<file path="config.mk">
export PLATFORM = sky130hd
export DESIGN_NAME = m_dm_access
export DESIGN_NICKNAME = d
export VERILOG_FILES = /design/src/rtl/m_dm_access_pkg.sv /design/src/rtl/m_dm_access_load_ext.sv /design/src/rtl/m_dm_access.sv
export SDC_FILE = /design/constraint.sdc
export NUM_CORES = 1
export LEC_CHECK = 0
export CAP_MARGIN = 40
export CORE_MARGIN = 3
export CORE_UTILIZATION = 45
export DETAILED_ROUTE_END_ITERATION = 7
export GPL_ROUTABILITY_DRIVEN = 0
export PLACE_DENSITY = 0.8
export SETUP_SLACK_MARGIN = 0.2
export SYNTH_ARGS = -nofsm -noshare
export SYNTH_HDL_FRONTEND = slang
export SYNTH_SLANG_ARGS = --single-unit
</file>
<file path="constraint.sdc">
create_clock -name clk -period 3.74 [get_ports clk]
set_input_delay 0.561 -clock clk [delete_from_list [all_inputs] [get_ports clk]]
set_output_delay 0.561 -clock clk [all_outputs]
set_load 0.005 [all_outputs]
</file>
<file path="src/rtl/m_dm_access_pkg.sv">
// Shared encodings for the M-stage data-memory agent: load-extend codes, FSM states,
// access sizes and the small helpers that derive access size from the instruction fields.
package m_dm_access_pkg;

    localparam logic [2:0] EXT_WORD  = 3'b000;
    localparam logic [2:0] EXT_UBYTE = 3'b001;
    localparam logic [2:0] EXT_SBYTE = 3'b010;
    localparam logic [2:0] EXT_UHALF = 3'b011;
    localparam logic [2:0] EXT_SHALF = 3'b100;

    localparam logic [1:0] ST_IDLE = 2'd0;
    localparam logic [1:0] ST_REQ  = 2'd1;
    localparam logic [1:0] ST_RESP = 2'd2;
    localparam logic [1:0] ST_DONE = 2'd3;

    localparam logic [1:0] SZ_BYTE = 2'd0;
    localparam logic [1:0] SZ_HALF = 2'd1;
    localparam logic [1:0] SZ_WORD = 2'd2;

    // Reserved extend codes fall through to word.
    function automatic logic [1:0] ld_size(input logic [2:0] ext_op);
        case (ext_op)
            EXT_UBYTE, EXT_SBYTE: return SZ_BYTE;
            EXT_UHALF, EXT_SHALF: return SZ_HALF;
            default:              return SZ_WORD;
        endcase
    endfunction

    function automatic logic [1:0] st_size(input logic [3:0] be);
        logic [2:0] cnt;
        cnt = {2'b00, be[0]} + {2'b00, be[1]} + {2'b00, be[2]} + {2'b00, be[3]};
        case (cnt)
            3'd4:    return SZ_WORD;
            3'd2:    return SZ_HALF;
            default: return SZ_BYTE;
        endcase
    endfunction

endpackage

</file>
<file path="src/rtl/m_dm_access_load_ext.sv">
// Combinational lane select and zero/sign extension of a raw data-memory read word.
module m_load_ext
    import m_dm_access_pkg::*;
(
    input  logic [31:0] rdata,
    input  logic [1:0]  addr_lo,
    input  logic [2:0]  ext_op,
    output logic [31:0] ext_data
);

    logic [7:0]  sel_byte;
    logic [15:0] sel_half;

    always_comb begin
        sel_byte = 8'h00;
        case (addr_lo)
            2'd0:    sel_byte = rdata[7:0];
            2'd1:    sel_byte = rdata[15:8];
            2'd2:    sel_byte = rdata[23:16];
            default: sel_byte = rdata[31:24];
        endcase
        sel_half = addr_lo[1] ? rdata[31:16] : rdata[15:0];
    end

    always_comb begin
        ext_data = rdata;
        case (ext_op)
            EXT_UBYTE: ext_data = {24'h000000, sel_byte};
            EXT_SBYTE: ext_data = {{24{sel_byte[7]}}, sel_byte};
            EXT_UHALF: ext_data = {16'h0000, sel_half};
            EXT_SHALF: ext_data = {{16{sel_half[15]}}, sel_half};
            default:   ext_data = rdata;
        endcase
    end

endmodule

</file>
<file path="src/rtl/m_dm_access.sv">
// M-stage data-memory bus agent: req/gnt/rvalid handshake, pipeline stall, load extension,
// misalignment flags and a timeout abort.
module m_dm_access
    import m_dm_access_pkg::*;
#(
    parameter int TIMEOUT_CYC = 255
) (
    input  logic        clk,
    input  logic        reset,
    input  logic        m_valid,
    input  logic        m_is_load,
    input  logic        m_dm_we,
    input  logic [2:0]  m_ext_op,
    input  logic [3:0]  m_byteen,
    input  logic [31:0] m_addr,
    input  logic [31:0] m_wdata,
    output logic        m_stall,
    output logic [31:0] m_rdata,
    output logic        m_adel,
    output logic        m_ades,
    output logic        m_bus_err,
    output logic        dm_req,
    output logic        dm_we,
    output logic [31:0] dm_addr,
    output logic [3:0]  dm_be,
    output logic [31:0] dm_wdata,
    input  logic        dm_gnt,
    input  logic        dm_rvalid,
    input  logic [31:0] dm_rdata,
    output logic [1:0]  dbg_state
);

    localparam logic [7:0] TMO_LAST = 8'(TIMEOUT_CYC - 1);

    // Handshake: dm_req rises with addr/be/wdata/we and all of them hold until a cycle with
    // dm_gnt=1; dm_rvalid is honoured only in RESP, or in REQ together with dm_gnt.
    logic [1:0]  state;
    logic [7:0]  tmo_cnt;
    logic [1:0]  addr_lo_q;
    logic [2:0]  ext_op_q;
    logic [1:0]  ld_sz;
    logic [1:0]  st_sz;
    logic        ld_misalign;
    logic        st_misalign;
    logic        access;
    logic        tmo_expire;
    logic [31:0] st_wdata;
    logic [31:0] ext_data;

    always_comb begin
        ld_sz       = ld_size(m_ext_op);
        st_sz       = st_size(m_byteen);
        ld_misalign = 1'b0;
        st_misalign = 1'b0;
        if (ld_sz == SZ_WORD)      ld_misalign = |m_addr[1:0];
        else if (ld_sz == SZ_HALF) ld_misalign = m_addr[0];
        if (st_sz == SZ_WORD)      st_misalign = |m_addr[1:0];
        else if (st_sz == SZ_HALF) st_misalign = m_addr[0];
        st_wdata = {4{m_wdata[7:0]}};
        if (st_sz == SZ_WORD)      st_wdata = m_wdata;
        else if (st_sz == SZ_HALF) st_wdata = {2{m_wdata[15:0]}};
    end

    assign m_adel     = m_valid & m_is_load & ld_misalign;
    assign m_ades     = m_valid & m_dm_we & st_misalign;
    assign access     = m_valid & (m_is_load | m_dm_we) & ~m_adel & ~m_ades;
    assign tmo_expire = (tmo_cnt == TMO_LAST);
    assign m_stall    = ((state == ST_IDLE) & access) | (state == ST_REQ) | (state == ST_RESP);
    assign dbg_state  = state;

    m_load_ext u_load_ext (
        .rdata    (dm_rdata),
        .addr_lo  (addr_lo_q),
        .ext_op   (ext_op_q),
        .ext_data (ext_data)
    );

    always_ff @(posedge clk or negedge reset) begin
        if (!reset) begin
            state     <= ST_IDLE;
            tmo_cnt   <= 8'd0;
            addr_lo_q <= 2'b00;
            ext_op_q  <= EXT_WORD;
            dm_req    <= 1'b0;
            dm_we     <= 1'b0;
            dm_addr   <= 32'h0;
            dm_be     <= 4'h0;
            dm_wdata  <= 32'h0;
            m_rdata   <= 32'h0;
            m_bus_err <= 1'b0;
        end else begin
            case (state)
                ST_IDLE: begin
                    if (access) begin
                        state     <= ST_REQ;
                        tmo_cnt   <= 8'd0;
                        dm_req    <= 1'b1;
                        dm_we     <= m_dm_we;
                        dm_addr   <= {m_addr[31:2], 2'b00};
                        dm_be     <= m_dm_we ? m_byteen : 4'hF;
                        dm_wdata  <= st_wdata;
                        addr_lo_q <= m_addr[1:0];
                        ext_op_q  <= m_ext_op;
                    end
                end
                ST_REQ: begin
                    // A grant in the expiry cycle wins over the timeout.
                    if (dm_gnt) begin
                        dm_req  <= 1'b0;
                        dm_we   <= 1'b0;
                        tmo_cnt <= tmo_cnt + 8'd1;
                        if (dm_rvalid) begin
                            m_rdata <= ext_data;
                            state   <= ST_DONE;
                        end else begin
                            state <= ST_RESP;
                        end
                    end else if (tmo_expire) begin
                        dm_req    <= 1'b0;
                        dm_we     <= 1'b0;
                        m_rdata   <= 32'h0;
                        m_bus_err <= 1'b1;
                        state     <= ST_DONE;
                    end else begin
                        tmo_cnt <= tmo_cnt + 8'd1;
                    end
                end
                ST_RESP: begin
                    if (dm_rvalid) begin
                        m_rdata <= ext_data;
                        state   <= ST_DONE;
                    end else if (tmo_expire) begin
                        m_rdata   <= 32'h0;
                        m_bus_err <= 1'b1;
                        state     <= ST_DONE;
                    end else begin
                        tmo_cnt <= tmo_cnt + 8'd1;
                    end
                end
                default: begin
                    m_bus_err <= 1'b0;
                    state     <= ST_IDLE;
                end
            endcase
        end
    end

endmodule

</file>
Word-level counts from Yosys, hierarchy flattened:

Index checks and enable logic that the tools add are counted.

* register bits after elaboration: 116
* output and inout bits: 108

* equality and inequality tests: 24
* mux-type cells: 38
* add/sub/neg operators: 4
* reduce and logical (&&, ||, !) cells: 13
* bitwise logic cells: 14

Operators with widths (count)
* 32-bit 2-to-1 mux: 6
* 32-bit one-hot mux with 4 select lines: 1
* 32-bit one-hot mux with 2 select lines: 1
* 8-bit one-hot mux with 3 select lines: 2
* 8-bit 2-to-1 mux: 4
* 16-bit 2-to-1 mux: 1
* 3-bit by 2-bit == test with 1-bit output, second input constant: 5
* 1-bit 2-to-1 mux: 12
* 3-bit == test, second input constant: 3
* 3-bit AND reduction: 3
* 8-bit by 1-bit adder with 8-bit output, second input constant: 1
* 1-bit AND: 8
* 2-bit by 1-bit == test with 1-bit output, second input constant: 4
* 2-bit == test, second input constant: 4
* 8-bit == test, second input constant: 1
* 2-bit 2-to-1 mux: 4
* 2-bit one-hot mux with 2 select lines: 2
* 3-bit by 1-bit == test with 1-bit output, second input constant: 2
* 2-bit != test, second input constant: 3
* 3-bit != test, second input constant: 2
* 2-bit one-hot mux with 3 select lines: 1
* 2-bit OR reduction: 3
* 2-bit logical NOT: 2
* 4-bit 2-to-1 mux: 1
* 10 further kinds: 17

Logic depth before layout (Yosys ltp):

* word-level depth: 14
* gate-level depth with buffers: 12
* mapped depth without buffers: 10

Modules after synthesis:

Synthesis repeated with hierarchy kept, for this count alone.

* cells, all modules: 585
* area total of the unflattened synthesis: 6472.5 um^2

By module, submodules not included
* m_dm_access: times used 1, cells each 435, area each 5353.9 um^2, sequential area each 2902.8 um^2
* m_load_ext: times used 1, cells each 150, area each 1118.6 um^2, sequential area each 0.0 um^2

Worst setup path after synthesis:

No wires, ideal clock.

* kind: input-to-output
* from: input port m_byteen[0]
* to: output port m_stall
* data required time: 3179 ps
* data arrival time: 2794 ps
* buffers on the path: 2
* stages on the path: 11
* setup slack: 385 ps
* cell sequence: inv_1 fa_1 inv_1 ha_1 ha_1 nand2b_1 a2111o_1 o2111ai_1 buf_4 buf_2 nand2_1

* word-level cells in the longest chain between the ends: 14
* elaborated cells between the ends (all ways): 16

RTL lines
* start: declaration: line m_dm_access.sv:14 `input logic [3:0] m_byteen,`
* 1-bit by 1-bit adder with 2-bit output (*): line m_dm_access_pkg.sv:31 `cnt = {2'b00, be[0]} + {2'b00, be[1]} + {2'b00, be[2]} + {2'b00, be[3]};`
* 2-bit by 1-bit adder with 3-bit output (*): line m_dm_access_pkg.sv:31
* 3-bit by 1-bit adder with 3-bit output (*): line m_dm_access_pkg.sv:31
* 3-bit by 2-bit == test with 1-bit output or 3-bit == test (tied branches): line m_dm_access_pkg.sv:32 `case (cnt)`
* 2-bit one-hot mux with 2 select lines (*): line m_dm_access_pkg.sv:32
* 2-bit by 1-bit == test with 1-bit output: line m_dm_access.sv:58 `else if (st_sz == SZ_HALF) st_misalign = m_addr[0];`
* 1-bit 2-to-1 mux: line m_dm_access.sv:58
* 1-bit 2-to-1 mux (*): line m_dm_access.sv:57 `if (st_sz == SZ_WORD) st_misalign = |m_addr[1:0];`
* 1-bit AND (*): line m_dm_access.sv:65 `assign m_ades = m_valid & m_dm_we & st_misalign;`
* 1-bit NOT (*): line m_dm_access.sv:66 `assign access = m_valid & (m_is_load | m_dm_we) & ~m_adel & ~m_ades;`
* 1-bit AND (*): line m_dm_access.sv:66
* 1-bit AND (*): line m_dm_access.sv:68 `assign m_stall = ((state == ST_IDLE) & access) | (state == ST_REQ) | (state == ST_RESP);`
* 1-bit bitwise OR (*) (2 in series): line m_dm_access.sv:68
* end: declaration: line m_dm_access.sv:17 `output logic m_stall,`

Every way passes the cells marked *; elsewhere a longest branch is shown, timed or not.

Worst setup path after layout:

Same ends and word-level chain as after synthesis.

==> key figures <==
Synth
  • Multiplexer share of the synthesized area: between 15 and 20%
  • Adder-Cell Fraction of Synth Area: 2.56%
  • Cell taking the most area after synthesis: dfrtp_1
  • Mapped Cells: 535
  • Largest family of logic cells by synthesized area: compound AO/OA/AOI/OAI gates
  • Post-Syn Area: 6060 sq um
  • EDFF count, synth: 0
  • Share of the yosys chip area belonging to registers: 47.9%
  • Compound-Gate Fraction of Synth Area: about a fifth
  • Share of synthesized registers carrying an async set or reset: 100%
  • Share of the synthesized area in the top cell type: ~48%
  • Main flop type after synthesis: dfrtp_1
  • Synth Area per Inst: ~11 sq um
  • Leading post-synthesis cells by cell area: dfrtp_1, mux2_4, o2bb2ai_1
  • Synth unique cells: 62
  • Simple-gate share of the synthesized area: 8.19%
  • Post-synthesis xor/xnor area fraction: 0.433%
  • Yosys warnings: 0
  • Flops & latches, synth: between 100 and 150

Power
  • Sw frac: 33.2%
  • P_leak: 0.00394 uW
  • Peak VDD IR: about 0.42 mV
  • Flop pwr share: 31.5%
  • Power share of the clock group: a little over a fifth
  • Pint: 4810 uW
  • PwrDens: about 800 nW/um^2
  • NetSw: between 2000 and 2500 uW
  • Logic gate share of total power: approximately 47%

Cells and area
  • Ant diodes: 0
  • Layout cells sized above 1: 14.2%
  • Most frequent cells in the layout: clkdlybuf4s50_1, dfrtp_1, mux2_4
  • Layout Cells excl Fill: just over 900
  • Fillers: about 1000
  • Commonest non-fill, non-tap cell in the layout: clkdlybuf4s50_1
  • Seq. cell area: around 2900 sq um
  • Final core occ: between 60 and 70%
  • Final-stage net count: 870
  • Multi-input gate area: between 2000 and 3000 sq um
  • Design Area, Final: between 8000 and 9000 sq um
  • Area Overhead vs Synth: 48.0%

Floorplan
  • Full die area: roughly 15000 sq um
  • Core Area: around 13000 sq um
  • Starting Density: between 40% and 50%
  • Die X-Extent: around 120 um
  • Num rows: 41
  • Io pins: roughly 220
  • Vert. Die Dim: approximately 120 um

Clocking
  • CTS root buf: clkbuf_16
  • Clk slew on worst S/H paths: approximately 0.050 ns
  • Clock Latency Late Sink: around 0.4 ns
  • H-tree Lvls: 4
  • CTS tree: yes
  • # hold bufs at CTS: 0
  • CTS buffer count: 17
  • Bufs on Longest Clock Path: 2
  • Clock Sinks: 116

STA
  • Slew headroom: a little under half
  • Worst hold margin: around 0.21 ns
  • Crit path time final: around 3.4 ns
  • Hold Fails Final Rpt: 0
  • Max-slew violations: 0
  • Final setup violation count: 0
  • Worst-Margin Slew: just under 0.8 ns
  • RSZ-0062 raised after global routing: no
  • Clock Skews: about 0.008 ns
  • Final period util: around 90%
  • Fmax: about 300 MHz
  • Final setup margin: between 0.3 and 0.4 ns

Critical path
  • Startpoint types: input port
  • Endpoint type of the worst setup path: output pin
  • Req. time, crit path: between 3 and 4 ns
  • Kind of critical path: input port to output pin
  • Crit-path max FO: 3
  • Critical Path AT: between 2 and 3 ns

Run status
  • Status: finished clean

Placement
  • Placed insts: 900
  • Post-Place Setup Slack: -0.316 ns
  • Post-DP HPWL: 13300 um
  • PortBufs: approximately 220
  • Post-DP Area: between 8000 and 9000 sq um

Routing
  • Pre-Repair DR Iteration Count: 5
  • Final WL: 18500 um
  • DR vias/cell: between 5 and 6
  • DRC: 0
  • DR iter-0 viols: 688
  • Via count: between 5000 and 6000
  • Routed len/inst: 19.8 um
  • Post-route antenna net violation count: 0

Global route
  • First-pass GRT wire length: about 29000 um
  • Antenna violations before repair: 0
  • Vias in the first global route: 5442
  • Largest net degree at the start of global routing: 62
  • Gr usage total: 25.3%
  • Grt ovf: 0

Hold path
  • Min-delay worst type: input port to async pin

Job
  • Max-Cap Viols: 0
[power by group through the flow]
| stage | Sequential, uW | Combinational, uW | Clock, uW |
|---|---|---|---|
| detailed placement | 2270 | 3390 | 0 |
| CTS | 2270 | 3410 | 1560 |
| global route | 2350 | 3670 | 1620 |
| global placement | 2240 | 3290 | 0 |
| finish | 2270 | 3400 | 1530 |
| floorplan | 2170 | 1820 | 0 |
[synth_stat cells (5+ instances only)]
| master | count |
|---|---|
| a211oi_1 | 11 |
| a21oi_1 | 28 |
| a221o_1 | 5 |
| a31oi_1 | 8 |
| and3_1 | 8 |
| buf_2 | 10 |
| buf_4 | 5 |
| buf_6 | 7 |
| clkbuf_1 | 16 |
| dfrtp_1 | 116 |
| ha_1 | 10 |
| inv_1 | 16 |
| mux2_4 | 43 |
| mux2i_1 | 22 |
| nand2_1 | 42 |
| nand3_1 | 17 |
| nor2_1 | 15 |
| o21ai_0 | 25 |
| o21ai_1 | 15 |
| o22a_1 | 15 |
| o22ai_1 | 9 |
| o2bb2ai_1 | 28 |
[routing by layer]
layer,GRT usage (%),routed length (um),up-vias
li1,-,-,2417
met1,32.5,7490,2589
met2,41.5,9140,251
met3,4.87,1230,52
met4,11.5,615,0
met5,0,0,-
[cells by family after synthesis]
group | count (synthesis)
xor+xnor | 3
compound gates | 177
other cells | 1
simple gates | 102
buf+inv | 56
fa+ha+maj | 12
flops | 116
mux | 68
[per-stage QoR]
step                      TNS, ns  total power (uW)
after global routing            0              7640
after floorplan                 0              4000
after detailed placement    -7.70              5660
after global placement      -1.88              5530
final                           0              7200
after CTS                       0              7240
[worst max-delay path: stages]
cell	delay, ns
dlygate4sd2_1	0.22
inv_1	0.06
fa_1	0.53
inv_1	0.04
ha_2	0.17
ha_4	0.28
nand3b_1	0.08
a2111o_1	0.45
buf_6	0.13
o2111ai_4	0.09
nand2_1	0.07
buf_2	0.13
[timing repair]
action,in CTS,in global routing
setup buffers,2,0
gates resized for setup,14,0
setup endpoints to repair,2,0
[path summary, 6_finish.rpt]
kind	slack, ns	startpoint	cells past startpoint	to
setup reg to reg	1.41	addr_lo_q[1]	5	m_rdata[27]
hold reg to reg	0.48	dm_wdata[20]	2	dm_wdata[20]
min in group clk	0.48	dm_wdata[20]	2	dm_wdata[20]
max in group asynchronous	2.71	reset	2	dm_addr[13]
setup / recovery	0.37	m_byteen[0]	12	m_stall
hold / removal	0.21	reset	1	dm_addr[18]
[state kept, by name, indices dropped and copies added, names as in the netlist]
signal,cells
dm_wdata,32
m_rdata,32
dm_addr,30
tmo_cnt,8
dm_be,4
ext_op_q,3
addr_lo_q,2
dbg_state,2
dm_req,1
dm_we,1
m_bus_err,1
[area by class of cell]
type                       instances  area share, %
clock buffer                      27           5.72
tap                              172           2.40
sequential                       116           32.3
inverter                          16          0.669
timing repair buffer             234           25.9
multi-input combinational        364           32.5
clock inverter                     4          0.502
No activity file was read; power rests on OpenSTA's default activity.
